==> src/rtl/fetch_unit_pkg.sv <==
// Shared core package for the fetch unit.
// Holds the default geometry of the fetch path and the queue-entry pair
// type {pc, inst} for the default configuration.
package fetch_unit_pkg;

  localparam int PC_W_DEF   = 6;   // instruction word-address width
  localparam int INST_W_DEF = 32;  // instruction width
  localparam int DEPTH_DEF  = 4;   // instruction queue entries (power of 2)

  // One instruction-queue entry: the fetch address with its returned word.
  typedef struct packed {
    logic [PC_W_DEF-1:0]   pc;
    logic [INST_W_DEF-1:0] inst;
  } fetch_entry_t;

endpackage

==> src/rtl/fetch_fifo.sv <==
// Instruction queue for the fetch unit: a DEPTH-entry FIFO with wrapping
// read/write pointers and an explicit occupancy counter.
//
// Ports:
//   clk       in   clock, rising edge
//   rst       in   synchronous active-high reset (clears pointers and count)
//   flush     in   empties the queue; wins over push and pop in that cycle
//   push      in   write push_data at the tail
//   push_data in   W-bit entry
//   pop       in   drop the head entry (ignored when empty)
//   head_data out  W-bit head entry, read straight from storage
//   count     out  number of queued entries, 0..DEPTH
module fetch_fifo
  import fetch_unit_pkg::*;
#(
  parameter  int W     = PC_W_DEF + INST_W_DEF,
  parameter  int DEPTH = DEPTH_DEF,
  localparam int AW    = $clog2(DEPTH),
  localparam int CNT_W = AW + 1
) (
  input  logic             clk,
  input  logic             rst,
  input  logic             flush,
  input  logic             push,
  input  logic [W-1:0]     push_data,
  input  logic             pop,
  output logic [W-1:0]     head_data,
  output logic [CNT_W-1:0] count
);

  logic [W-1:0]  mem [DEPTH];
  logic [AW-1:0] wr_ptr;
  logic [AW-1:0] rd_ptr;
  logic          do_pop;

  // A pop against an empty queue has no effect.
  assign do_pop = pop && (count != '0);

  // Control state: pointers wrap naturally because DEPTH is a power of 2.
  always_ff @(posedge clk) begin
    if (rst) begin
      wr_ptr <= '0;
      rd_ptr <= '0;
      count  <= '0;
    end else if (flush) begin
      wr_ptr <= '0;
      rd_ptr <= '0;
      count  <= '0;
    end else begin
      if (push)   wr_ptr <= wr_ptr + 1'b1;
      if (do_pop) rd_ptr <= rd_ptr + 1'b1;
      case ({push, do_pop})
        2'b10:   count <= count + 1'b1;
        2'b01:   count <= count - 1'b1;
        default: count <= count;
      endcase
    end
  end

  // Storage is not reset; stale contents are never visible because the
  // consumer qualifies the head with count.
  always_ff @(posedge clk) begin
    if (push && !flush && !rst) mem[wr_ptr] <= push_data;
  end

  assign head_data = mem[rd_ptr];

  // The request throttle upstream must make a push into a full queue impossible.
  push_full_chk: assert property (@(posedge clk) disable iff (rst)
    !(push && !flush && (count == CNT_W'(DEPTH))));

endmodule

==> src/rtl/fetch_unit.sv <==
// Instruction fetch unit: issues sequential reads to a 1-cycle-latency
// instruction memory, queues the returned words with their addresses and
// hands them to decode over a valid/ready interface. A redirect flushes
// the queue, squashes the read in flight and restarts at redirect_pc.
//
// Ports:
//   clk, rst        clock (rising edge), synchronous active-high reset
//   fetch_en        permits new fetch requests
//   redirect_valid  flush-and-restart pulse, redirect_pc is its target
//   imem_req        instruction memory read strobe
//   imem_addr       read address (the fetch_pc register)
//   imem_rdata      read data, valid one cycle after imem_req
//   inst_valid      queue head holds an instruction
//   inst_ready      decode accepts the head
//   inst_data       head instruction
//   inst_pc         address of the head instruction
module fetch_unit
  import fetch_unit_pkg::*;
#(
  parameter int PC_W   = PC_W_DEF,
  parameter int INST_W = INST_W_DEF,
  parameter int DEPTH  = DEPTH_DEF
) (
  input  logic              clk,
  input  logic              rst,
  input  logic              fetch_en,
  input  logic              redirect_valid,
  input  logic [PC_W-1:0]   redirect_pc,
  output logic              imem_req,
  output logic [PC_W-1:0]   imem_addr,
  input  logic [INST_W-1:0] imem_rdata,
  output logic              inst_valid,
  input  logic              inst_ready,
  output logic [INST_W-1:0] inst_data,
  output logic [PC_W-1:0]   inst_pc
);

  localparam int              CNT_W   = $clog2(DEPTH) + 1;
  localparam int              ENTRY_W = PC_W + INST_W;
  localparam logic [CNT_W-1:0] DEPTH_C = CNT_W'(DEPTH);

  logic [PC_W-1:0]    fetch_pc;
  logic               vld_p1;
  logic [PC_W-1:0]    tag_pc_p1;
  logic [CNT_W-1:0]   count;
  logic [CNT_W-1:0]   occupancy;
  logic               pop;
  logic [ENTRY_W-1:0] head_data;

  // ---- p0: request issue ----
  // Reserve a queue slot for the read in flight so a request never
  // targets a slot that its predecessor will fill.
  assign occupancy = count + CNT_W'(vld_p1);
  assign imem_req  = fetch_en && !redirect_valid && !rst && (occupancy < DEPTH_C);
  assign imem_addr = fetch_pc;

  always_ff @(posedge clk) begin
    if (rst) begin
      fetch_pc <= '0;
      vld_p1   <= 1'b0;
    end else if (redirect_valid) begin
      fetch_pc <= redirect_pc;
      vld_p1   <= 1'b0;
    end else begin
      if (imem_req) fetch_pc <= fetch_pc + 1'b1;
      vld_p1 <= imem_req;
    end
  end

  always_ff @(posedge clk) begin
    if (imem_req) tag_pc_p1 <= fetch_pc;
  end

  // ---- p1: read data returns and is pushed with its tag ----
  // A read in flight during redirect or reset is dropped by the queue,
  // where flush and rst win over push.
  assign pop = inst_valid && inst_ready;

  fetch_fifo #(
    .W     (ENTRY_W),
    .DEPTH (DEPTH)
  ) u_fifo (
    .clk       (clk),
    .rst       (rst),
    .flush     (redirect_valid),
    .push      (vld_p1),
    .push_data ({tag_pc_p1, imem_rdata}),
    .pop       (pop),
    .head_data (head_data),
    .count     (count)
  );

  // ---- p2: queue head to decode ----
  // Outputs are forced to zero when empty so reset and flush leave clean values.
  assign inst_valid = (count != '0);
  assign inst_pc    = inst_valid ? head_data[ENTRY_W-1 -: PC_W] : '0;
  assign inst_data  = inst_valid ? head_data[INST_W-1:0] : '0;

endmodule

==> config.mk <==
export PLATFORM = sky130hd
export DESIGN_NAME = fetch_unit
export DESIGN_NICKNAME = d
export VERILOG_FILES = /design/src/rtl/fetch_unit_pkg.sv /design/src/rtl/fetch_fifo.sv /design/src/rtl/fetch_unit.sv
export SDC_FILE = /design/constraint.sdc
export NUM_CORES = 1
export LEC_CHECK = 0
export ABC_AREA = 1
export BUFFER_PORTS_ARGS = -buffer_cell sky130_fd_sc_hd__clkbuf_2
export CORE_ASPECT_RATIO = 1.2
export CORE_MARGIN = 5
export CORE_UTILIZATION = 45
export DETAILED_ROUTE_END_ITERATION = 10
export HOLD_SLACK_MARGIN = 0.15
export PLACE_DENSITY = 0.61
export SKIP_CTS_REPAIR_TIMING = 1
export SLEW_MARGIN = 40
export SYNTH_ARGS = -nofsm -noshare
export SYNTH_HDL_FRONTEND = slang
export SYNTH_HIERARCHICAL = 1
export SYNTH_SLANG_ARGS = --single-unit
==> constraint.sdc <==
create_clock -name clk -period 4.2 [get_ports clk]
set_clock_uncertainty 0.1 [all_clocks]
set_input_delay 0.84 -clock clk [delete_from_list [all_inputs] [get_ports clk]]
set_output_delay 0.84 -clock clk [all_outputs]
set_load 0.01 [all_outputs]
# Word level (Yosys, flattened, before mapping)
# Memory sizes are Yosys's and may differ from the RTL's. A register that Yosys moved wholly into a read port is not among the register bits.
# Index checks and enable logic that the tools add are counted.
# totals
romBits,0
mem_bits_rw,152
in_bits,43
latch_bits,0
n_memories,1
output_inout_bits,46
word_cells,38
reg_bits,20
# memory_table
name,depth,word_bits,read_ports,rd_ports_with_merged_regs,wr,line_no,rtl
u_fifo.mem,4,38,1,1,1,fetch_fifo.sv:31,logic [W-1:0] mem [DEPTH];
# op_classes
n_addsub,6
mul,0
reduce_logical,13
n_lt_le_gt_ge,1
mux,9
bitwise_logic,0
shifts,0
n_eq_ne,2
div_mod_pow,0
# ops
op,count
32-bit two-way mux,1
6-bit two-way mux,3
1-bit logical AND,7
6-bit by 1-bit adder with 6-bit output (second input constant),1
3-bit case mux with 2 select lines,1
2-bit by 1-bit adder with 2-bit output (second input constant),2
2-bit two-way mux,2
2-bit nonzero test,2
3-bit by 1-bit adder with 3-bit output,1
3-bit by 1-bit adder with 3-bit output (second input constant),1
3-bit less-than comparator (second input constant),1
3-bit nonzero test,1
3-bit by 1-bit subtractor with 3-bit output (second input constant),1
2-bit by 1-bit == test with 1-bit output (second input constant),1
2-bit == test (second input constant),1
1-bit logical NOT,2
1-bit two-way mux,2
2-bit OR reduction,1

# Logic depth before layout (Yosys ltp)
# Gate-level depths: netlist of run 1.
# depth
word_depth,6
mapped_depth,13
depth_no_buf,12

# Modules after synthesis
# The synthesis of run 1 kept the hierarchy.
# modules_own_cells
mod,seq_area_each_um2,cells_per_inst,n_inst,area_per_inst_um2
fetch_fifo,4744.6,431,1,6103.4
fetch_unit,320.3,160,1,1021.0

# Least setup slack after synthesis of run 1
# OpenSTA, ideal clock, no wires.
# synth_timing
path_type,input-to-reg
from,in redirect_valid
to,"mem u_fifo/mem[0][0] (netlist bit), enable pin"
n_path_buf,0
arrival_ns,2.884
setup_time_ns,0.433
stages,3
slack_ns,0.783
required_time_ns,3.667
cell_sequence,nor2_1 > nand2_1 > nor2_1
# synth_between
elab_chain_len,5
# synth_lines
element,line_no,rtl
from (decl),fetch_unit.sv:27,"input logic redirect_valid,"
1-bit logical NOT,fetch_fifo.sv:63,if (push && !flush && !rst) mem[wr_ptr] <= push_data;
1-bit logical AND (2 in a row),fetch_fifo.sv:63,
1-bit two-way mux,fetch_fifo.sv:63,
1-bit two-way mux (implied by the code),fetch_fifo.sv:63,
to (decl),fetch_fifo.sv:31,
# Every way passes these cells.

==> impl_metrics.toml, run 1 <==
[run_status]
status = "complete, no violations"

[cts]
clockBufferDepth = 2
clk_latency_ps = 420
tritoncts = "done"
cts_max_level = 4
cts.sinks = 174
clk_pin_slew_worst_paths_ps = 60
numCtsBuffers = 17
cts-root-buf = "clkbuf_16"

[synthesis]
ys.flop_type = "edfxtp_1"
syn_nets = 641
synth_xor_area_share_pct = 0.123
synth_area_um2 = 7120
synth_top_family_by_area = "simple AND/OR/NAND/NOR gates"
ys_async_sr_fraction_pct = 0
netlist.area_leader.share_pct = 66.6
synth-compound-area-share_pct = 9.99
synth-adder-area-share_pct = 1.33
synthCells = 591
synth_seq_area_share_pct = 71.1
muxShareOfSynthArea_pct = 0.158
syn_area_per_cell_um2 = 12.1
ys_top_cells_by_area = "edfxtp_1 (67%), nor2_1 (6.6%), o21ai_0 (5.1%), dfxtp_1 (4.5%), o22ai_1 (3.3%)"
synth_seq_cells = 174
synth_warnings = 6
synth_area_leader_cell = "edfxtp_1"
synth_edf_count = 158
synthDistinctLibCells = 31
synth-simple-area-share_pct = 11.0

[die]
die-area_um2 = 18500
die_h_um = 148
die_w_um = 125
io_pins = 89
initial_core_util_pct = 45.7
fp-row-count = 50
core_area_um2 = 15600

[setup_path]
startpoint_type = "flop"
cp-endpoint = "inst_data[30]"
rr_startpoint = "u_fifo/count[1]$_SDFFE_PP0P_"
reg2reg_slack_ps = 1890
ff2ff_path_depth = 8
crit_required_ps = 3260
cp-end-kind = "output port"
critPathArrivalTime_ps = 2380
path_class = "flop to output port"
worst_r2r_endpoint = "u_fifo/count[1]$_SDFFE_PP0P_"
worst-path-max-fanout = 39

[timing]
whs_ps = 398
final-max-slew-violation-count = 0
grt_setup_unrepaired = "false"
period_needed_ps = 3320
finalSetupTns_ps = 0
post-route-period-util_pct = 79.1
timing.fmax_mhz = 301
relSlewSlack_pct = 48.4
hold_viol = 0
tightest_slew_ps = 775
setup_viol = 0

[drt]
num_vias = 4586
wl_per_cell_um = 16.0
drt_wl_total_mm = 14.4
post_drt_via_cell_ratio = 5.10
dr.first_iter.drc_count = 341
drc_errors = 0
drt_first_pass_iters = 4
antenna_left = 0

[grt]
grt_pass1_vias = 4738
grt_overflow = 0
grt_usage_pct = 16.1
grt_start_max_net_pins = 77
grt_pass1_wl_mm = 23.4
antenna_found_initial = 0

[final_layout]
areaGrowthSynthToFinish_pct = 17.2
nets = 729
layout-drive-gt1-share_pct = 21.2
fill_cells = 1337
n_antenna_cell = 0

[power_and_ir_drop]
power.switching_mw = 0.685
p_int_mw = 2.93
pwr-share-seq_pct = 52.8
cellPowerDensity_nw_per_um2 = 433
netSwitchingFraction_pct = 19.0
cellLeakagePower_nw = 3.24
p_clk_share_pct = 44.2
ir_worst_vdd_mv = 0.228
comb_power_share_pct = 3.0

[placed_design]
hpwlAfterDp_mm = 8.93
portBuffers = 88
gp_congestion = 0.865

[min_path]
hold_class = "flop to flop"

[job]
drv_cap = 0
stage by stage:
step	instances	area [um2]	util, %	power [mW]	setup WS, ps
detailed placement	868	7740	49.7	2.05	1080
global route	900	8350	53.6	3.74	667
global placement	868	7740	49.7	2.05	1120
CTS	900	8350	53.6	3.65	827
finish	900	8350	53.6	3.62	878
floorplan	591	7120	-	1.99	783
registers in the layout, summed over array words and instances, names as in the netlist, named ones only:
register,flops
tag_pc_p1,6
u_fifo/rd_ptr,2
imem_addr,6
u_fifo/wr_ptr,2
u_fifo/mem,152
u_fifo/count,3
vld_p1,1
how the worst min path moves through the flow:
stage                                             start                             to  slack, ps  depth (start not counted)
after floorplan           u_fifo/rd_ptr[0]$_SDFFE_PP0P_                           flop        350                          2
after global placement    u_fifo/rd_ptr[0]$_SDFFE_PP0P_  u_fifo/rd_ptr[0]$_SDFFE_PP0P_        370                          2
after detailed placement  u_fifo/rd_ptr[0]$_SDFFE_PP0P_  u_fifo/rd_ptr[0]$_SDFFE_PP0P_        380                          2
after CTS                 u_fifo/rd_ptr[0]$_SDFFE_PP0P_  u_fifo/rd_ptr[0]$_SDFFE_PP0P_        400                          2
after global routing             tag_pc_p1[2]$_DFFE_PP_    u_fifo/mem[0][34]$_DFFE_PP_        420                          0
final                     u_fifo/rd_ptr[0]$_SDFFE_PP0P_  u_fifo/rd_ptr[0]$_SDFFE_PP0P_        400                          2
cells by family (layout without fill, tap and decap cells):
family,count (synthesis),count (layout)
flops,174,174
compound gates,132,132
simple gates,182,182
mux,1,1
xor+xnor,1,1
fa+ha+maj,7,7
buf+inv,94,195
power by group through the flow:
| stage | Clock [mW] | Sequential, mW | Combinational [mW] |
|---|---|---|---|
| 2_1_floorplan | 0 | 1.94 | 0.0502 |
| 3_3_place_gp | 0 | 1.95 | 0.106 |
| 3_5_place_dp | 0 | 1.95 | 0.109 |
| 4_1_cts | 1.64 | 1.91 | 0.110 |
| 5_1_grt | 1.71 | 1.91 | 0.121 |
| 6_report | 1.60 | 1.91 | 0.108 |
synth_stat cells, types with 7 or more instances:
library cell  count
nand2_1          28
buf_2             9
o21ai_1          10
a21oi_1          10
nand3_1          15
inv_1            60
nor2_1          126
buf_6             7
edfxtp_1        158
o21ai_0          73
o22ai_1          38
dfxtp_1          16
layout by cell type, fill, tap and decap left out:
cell and count:
a21oi_1 10, a31o_2 1, and2_1 1, buf_4 11, bufinv_16 4, clkbuf_1 4
clkbuf_16 17, clkbuf_2 88, clkinv_1 1, clkinv_2 2, clkinvlp_4 3, dfxtp_1 14
dfxtp_2 2, edfxtp_1 158, fa_1 1, ha_1 6, inv_1 60, inv_2 3
inv_6 1, inv_8 1, mux2_2 1, nand2_1 28, nand2_2 1, nand2_4 3
nand3_1 15, nand3_4 1, nand4_1 3, nand4_2 1, nor2_1 122, nor2_4 5
nor2_8 1, nor3_2 1, o21ai_0 73, o21ai_1 10, o22ai_1 38, xnor2_1 1
final cells by class:
type                            count  area, um2  share of cell area [%]
Inverter                           64        248                    2.97
Clock inverter                     11        165                    1.98
Timing Repair Buffer               99        523                    6.26
Clock buffer                       21        440                    5.27
Sequential cell                   174       5070                    60.7
Tap cell                          208        260                    3.12
Multi-Input combinational cell    323       1650                    19.7
metal layers:
| metal | routed length, um | part of all wire [%] | vias to the layer above | GRT usage [%] |
|---|---|---|---|---|
| met4 | 284 | 2.0 | 0 | 6.24 |
| met2 | 7230 | 50 | 119 | 28.2 |
| li1 | - | - | 2241 | - |
| met1 | 6160 | 43 | 2203 | 18.9 |
| met5 | 0 | 0 | - | 0 |
| met3 | 709 | 4.9 | 23 | 4.16 |
critical path, cell delays in order, from the launching register on:
cell and delay, ps:
dfxtp_2 830, inv_2 520, o21ai_0 210, o22ai_1 90, inv_1 90, nor2_1 50, clkbuf_2 150
(Power assumes the default switching activity.)
==> run 2, diff against run 1 <==
- PLACE_DENSITY: 0.61 -> 0.64
- clock period: 4.2 -> 3 ns (I/O delays scaled with it)
==> run 2 against run 1 <==
Clock power rose by 36%. First-iteration DRC count fell by 5.0%. Count of clock-buffer cells in the layout fell by 4. Global-route usage rose by 0.58 points. Sequential power rose by 40%. Register-to-register slack got worse by 920 ps. Wire length rose by 2.3%. Power rose by 39%. Setup slack got worse by 610 ps. Die area did not move. Critical path type unchanged. Largest cell class unchanged.
==> impl_metrics.toml, run 2 (synthesis results as in run 1) <==
[drt]
drt_first_pass_iters = 4
drc_errors = 0
drt_wl_total_mm = 14.7
wl_per_cell_um = 16.2
post_drt_via_cell_ratio = 5.06
num_vias = 4581
dr.first_iter.drc_count = 324
antenna_left = 0

[placed_design]
hpwlAfterDp_mm = 9.67
portBuffers = 88
gp_congestion = 0.860
dp_cells = 874
pre_cts_slack_ps = 684

[min_path]
worstHoldStart = "imem_rdata[9]"
hold_class = "input pin to flop"

[final_layout]
n_antenna_cell = 0
areaGrowthSynthToFinish_pct = 18.2
mostFrequentLayoutCells = "edfxtp_1 (158), nor2_1 (122), clkbuf_2 (88), o21ai_0 (73), inv_1 (60)"
nets = 735
largest_reg_flops = 152
fill_cells = 1338
top_register = "u_fifo/mem"
final_common_cell = "edfxtp_1"
layout-drive-gt1-share_pct = 22.2
fin_cells = 906

[grt]
grt_usage_pct = 16.6
grt_pass1_vias = 4707
antenna_found_initial = 0
grt_start_max_net_pins = 63
grt_pass1_wl_mm = 24.2
grt_overflow = 0

[timing]
period_needed_ps = 2730
setup_viol = 0
timing.fmax_mhz = 366
finalSetupTns_ps = 0
relSlewSlack_pct = 73.9
fin_ws_ps = 269
tightest_slew_ps = 391
grt_setup_unrepaired = "false"
hold_viol = 0
post-route-period-util_pct = 91.0
final-max-slew-violation-count = 0
whs_ps = 302

[power_and_ir_drop]
finalPower_mw = 5.01
ir_worst_vdd_mv = 0.387
p_clk_share_pct = 43.6
power.switching_mw = 0.995
cellPowerDensity_nw_per_um2 = 595
p_int_mw = 4.02
pwr-share-seq_pct = 53.3
netSwitchingFraction_pct = 19.9
comb_power_share_pct = 3.1
cellLeakagePower_nw = 3.27

[die]
die_h_um = 148
initial_core_util_pct = 45.7
core_area_um2 = 15600
fp-row-count = 50
die_w_um = 125
die-area_um2 = 18500
io_pins = 89

[setup_path]
cp-end-kind = "output port"
crit_required_ps = 2300
rr_startpoint = "u_fifo/count[0]$_SDFFE_PP0P_"
startpoint_type = "flop"
critPathArrivalTime_ps = 2030
worst-path-max-fanout = 40
path_class = "flop to output port"

[cts]
numCtsBuffers = 17
cts.sinks = 174
clockBufferDepth = 2
cts_max_level = 4
clk_latency_ps = 420
tritoncts = "done"
clk_pin_slew_worst_paths_ps = 60
cts-root-buf = "clkbuf_16"

[run_status]
status = "complete, no violations"

[job]
drv_cap = 0
## run 2: changes by cell type in the layout (fill, tap and decap cells not counted), sizes merged
cell / previous run / this run
bufinv: 4 / 3
buf: 11 / 17
clkinvlp: 3 / 4
clkbuf: 109 / 105
clkinv: 3 / 7
## run 2: cell type report
class,instances,area [um2],area share (%)
multi-input cells,323,1650,19.5
repair buffers,105,606,7.19
well taps,208,260,3.09
inverters,64,248,2.94
clock buffers,17,425,5.05
clock inverters,15,171,2.03
flip-flops and latches,174,5070,60.2
## run 2: power groups by stage
| stage | registers [mW] | clock network (mW) | logic, mW |
|---|---|---|---|
| after floorplan | 2.72 | 0 | 0.0703 |
| after global placement | 2.72 | 0 | 0.151 |
| after detailed placement | 2.72 | 0 | 0.157 |
| after CTS | 2.67 | 2.22 | 0.158 |
| after global routing | 2.67 | 2.34 | 0.174 |
| final | 2.67 | 2.18 | 0.154 |
## run 2: worst paths after layout
check,end,slack [ps],depth (start not counted)
max,inst_data[2],270,7
min,u_fifo/mem[1][9]$_DFFE_PP_,300,1
max reg2reg,u_fifo/count[2]$_SDFFE_PP0P_,970,12
min reg2reg,flop,400,2
## run 2: worst max-delay path: stages (launching register included)
cell	delay [ps]
dfxtp_2	420
inv_2	290
buf_12	240
nor2_1	60
o22ai_1	160
inv_1	60
nor2_1	180
clkbuf_2	170
## run 2: per-layer routing
| metal | GRT usage (%) | wire (um) | share of wire (%) |
|---|---|---|---|
| met1 | 19.6 | 6150 | 42 |
| met2 | 29.8 | 7740 | 53 |
| met5 | 0 | 0 | 0 |
| met4 | 5.53 | 153 | 1.0 |
| met3 | 4.26 | 661 | 4.5 |
## run 2: per-stage QoR
stage / utilization, % / cell area, um2
after floorplan: - / 7120
after global placement: 50.2 / 7830
after detailed placement: 50.2 / 7830
after CTS: 54.1 / 8420
after global routing: 54.1 / 8420
final: 54.1 / 8420
==> run 3, diff against run 2 <==
- PLACE_DENSITY: 0.64 -> 0.61
- clock period: 3 -> 2.67 ns (I/O delays scaled with it)
==> run 3 against run 2 <==
Count of clock-buffer cells in the layout rose by 3. Via count fell by 0.70%. Setup slack got worse by 77 ps. First-iteration DRC count fell by 9.9%. Die area did not move. Final cell count fell by 0.22%. Non-clock buffer count fell by 1. Sequential share of layout area rose by 0.54 points. Power rose by 8.1%. Critical endpoint is now inst_data[24].
==> impl_metrics.toml, run 3 (synthesis results as in run 1) <==
[timing]
timing.fmax_mhz = 404
relSlewSlack_pct = 69.1
period_needed_ps = 2480
final-max-slew-violation-count = 0
post-route-period-util_pct = 92.8
setup_viol = 0
hold_viol = 0
finalSetupTns_ps = 0
grt_setup_unrepaired = "false"
tightest_slew_ps = 464

[placed_design]
portBuffers = 88
dp_cells = 873
hpwlAfterDp_mm = 8.66
gp_congestion = 0.817

[cts]
clk_latency_ps = 420
cts.sinks = 174
cts_max_level = 4
numCtsBuffers = 17
cts-root-buf = "clkbuf_16"
clockBufferDepth = 2
tritoncts = "done"
clk_pin_slew_worst_paths_ps = 60

[final_layout]
largest_reg_flops = 152
nets = 734
n_antenna_cell = 0
fin_cells = 904
final_common_cell = "edfxtp_1"
areaGrowthSynthToFinish_pct = 17.2
layout-drive-gt1-share_pct = 21.1
mostFrequentLayoutCells = "edfxtp_1 (158), nor2_1 (122), clkbuf_2 (88), o21ai_0 (73), inv_1 (60)"
top_register = "u_fifo/mem"

[job]
drv_cap = 0

[die]
fp-row-count = 50
io_pins = 89
die-area_um2 = 18500
initial_core_util_pct = 45.7
die_h_um = 148
core_area_um2 = 15600
die_w_um = 125

[grt]
grt_overflow = 0
antenna_found_initial = 0
use_met2_pct = 26.9
met3_usage_pct = 5.57
grt_start_max_net_pins = 45
grt_pass1_vias = 4637
busiest_layer = "met2"
grt_usage_pct = 15.8
grt_pass1_wl_mm = 23.0
met1_usage_pct = 18.8

[setup_path]
critPathArrivalTime_ps = 1840
rr_startpoint = "u_fifo/count[2]$_SDFFE_PP0P_"
path_class = "flop to output port"
cp-end-kind = "output port"
worst_r2r_endpoint = "u_fifo/count[2]$_SDFFE_PP0P_"
ff2ff_path_depth = 12
reg2reg_slack_ps = 620
crit_required_ps = 2040
cp-endpoint = "inst_data[24]"
startpoint_type = "flop"
worst-path-max-fanout = 44

[drt]
drt_wl_total_mm = 14.1
wl_per_cell_um = 15.6
num_vias = 4549
drc_errors = 0
post_drt_via_cell_ratio = 5.03
antenna_left = 0
dr.first_iter.drc_count = 292
drt_first_pass_iters = 5

[run_status]
status = "complete, no violations"

[power_and_ir_drop]
cellLeakagePower_nw = 3.25
ir_worst_vdd_mv = 0.335
cellPowerDensity_nw_per_um2 = 649

[min_path]
hold_class = "input pin to flop"
[run 3: power by group]
part / switching (mW) / internal, mW / total (mW)
sequential: 0.0176 / 2.98 / 3.00
clock: 0.904 / 1.35 / 2.25
combinational: 0.104 / 0.0639 / 0.168
total: 1.03 / 4.39 / 5.42
[run 3: worst max-delay path: stages (launching register included)]
cell      delay, ps
dfxtp_2         340
inv_2            50
buf_4           390
o21ai_0         140
o22ai_1         170
inv_1            80
nor2_1          110
clkbuf_2        140
[run 3: area by class of cell]
class                      instances  area, um2
timing repair buffer             104        589
clock inverter                    11        100
fill                            1320       7220
multi-input combinational        323       1650
sequential                       174       5070
inverter                          64        250
tap                              208        260
clock buffer                      20        437
[run 3: worst min-delay path by stage]
stage / endpoint / slack, ps / startpoint / depth (start not counted)
after floorplan: flop / 350 / u_fifo/rd_ptr[0]$_SDFFE_PP0P_ / 2
after global placement: u_fifo/rd_ptr[0]$_SDFFE_PP0P_ / 360 / u_fifo/rd_ptr[0]$_SDFFE_PP0P_ / 2
after detailed placement: u_fifo/mem[3][34]$_DFFE_PP_ / 380 / tag_pc_p1[2]$_DFFE_PP_ / 0
after CTS: u_fifo/mem[1][9]$_DFFE_PP_ / 210 / imem_rdata[9] / 1
after global routing: u_fifo/mem[1][30]$_DFFE_PP_ / 210 / imem_rdata[30] / 1
final: u_fifo/mem[3][22]$_DFFE_PP_ / 230 / imem_rdata[22] / 1
[run 3: layer usage]
metal | part of all wire (%) | vias up
met1 | 42 | 2182
met4 | 1.5 | 0
met3 | 5.3 | 16
met5 | 0 | -
met2 | 51 | 105
li1 | - | 2246
[run 3: per-stage QoR]
step	total power [mW]	utilization, %	area, um2	setup slack (ps)	hold slack [ps]
after CTS	5.47	53.6	8340	-19.5	211
after detailed placement	3.23	50.1	7810	451	384
after global placement	3.22	50.1	7810	470	364
after global routing	5.65	53.6	8350	20.9	209
after floorplan	3.14	-	7120	-441	348
final	5.42	53.6	8350	192	226
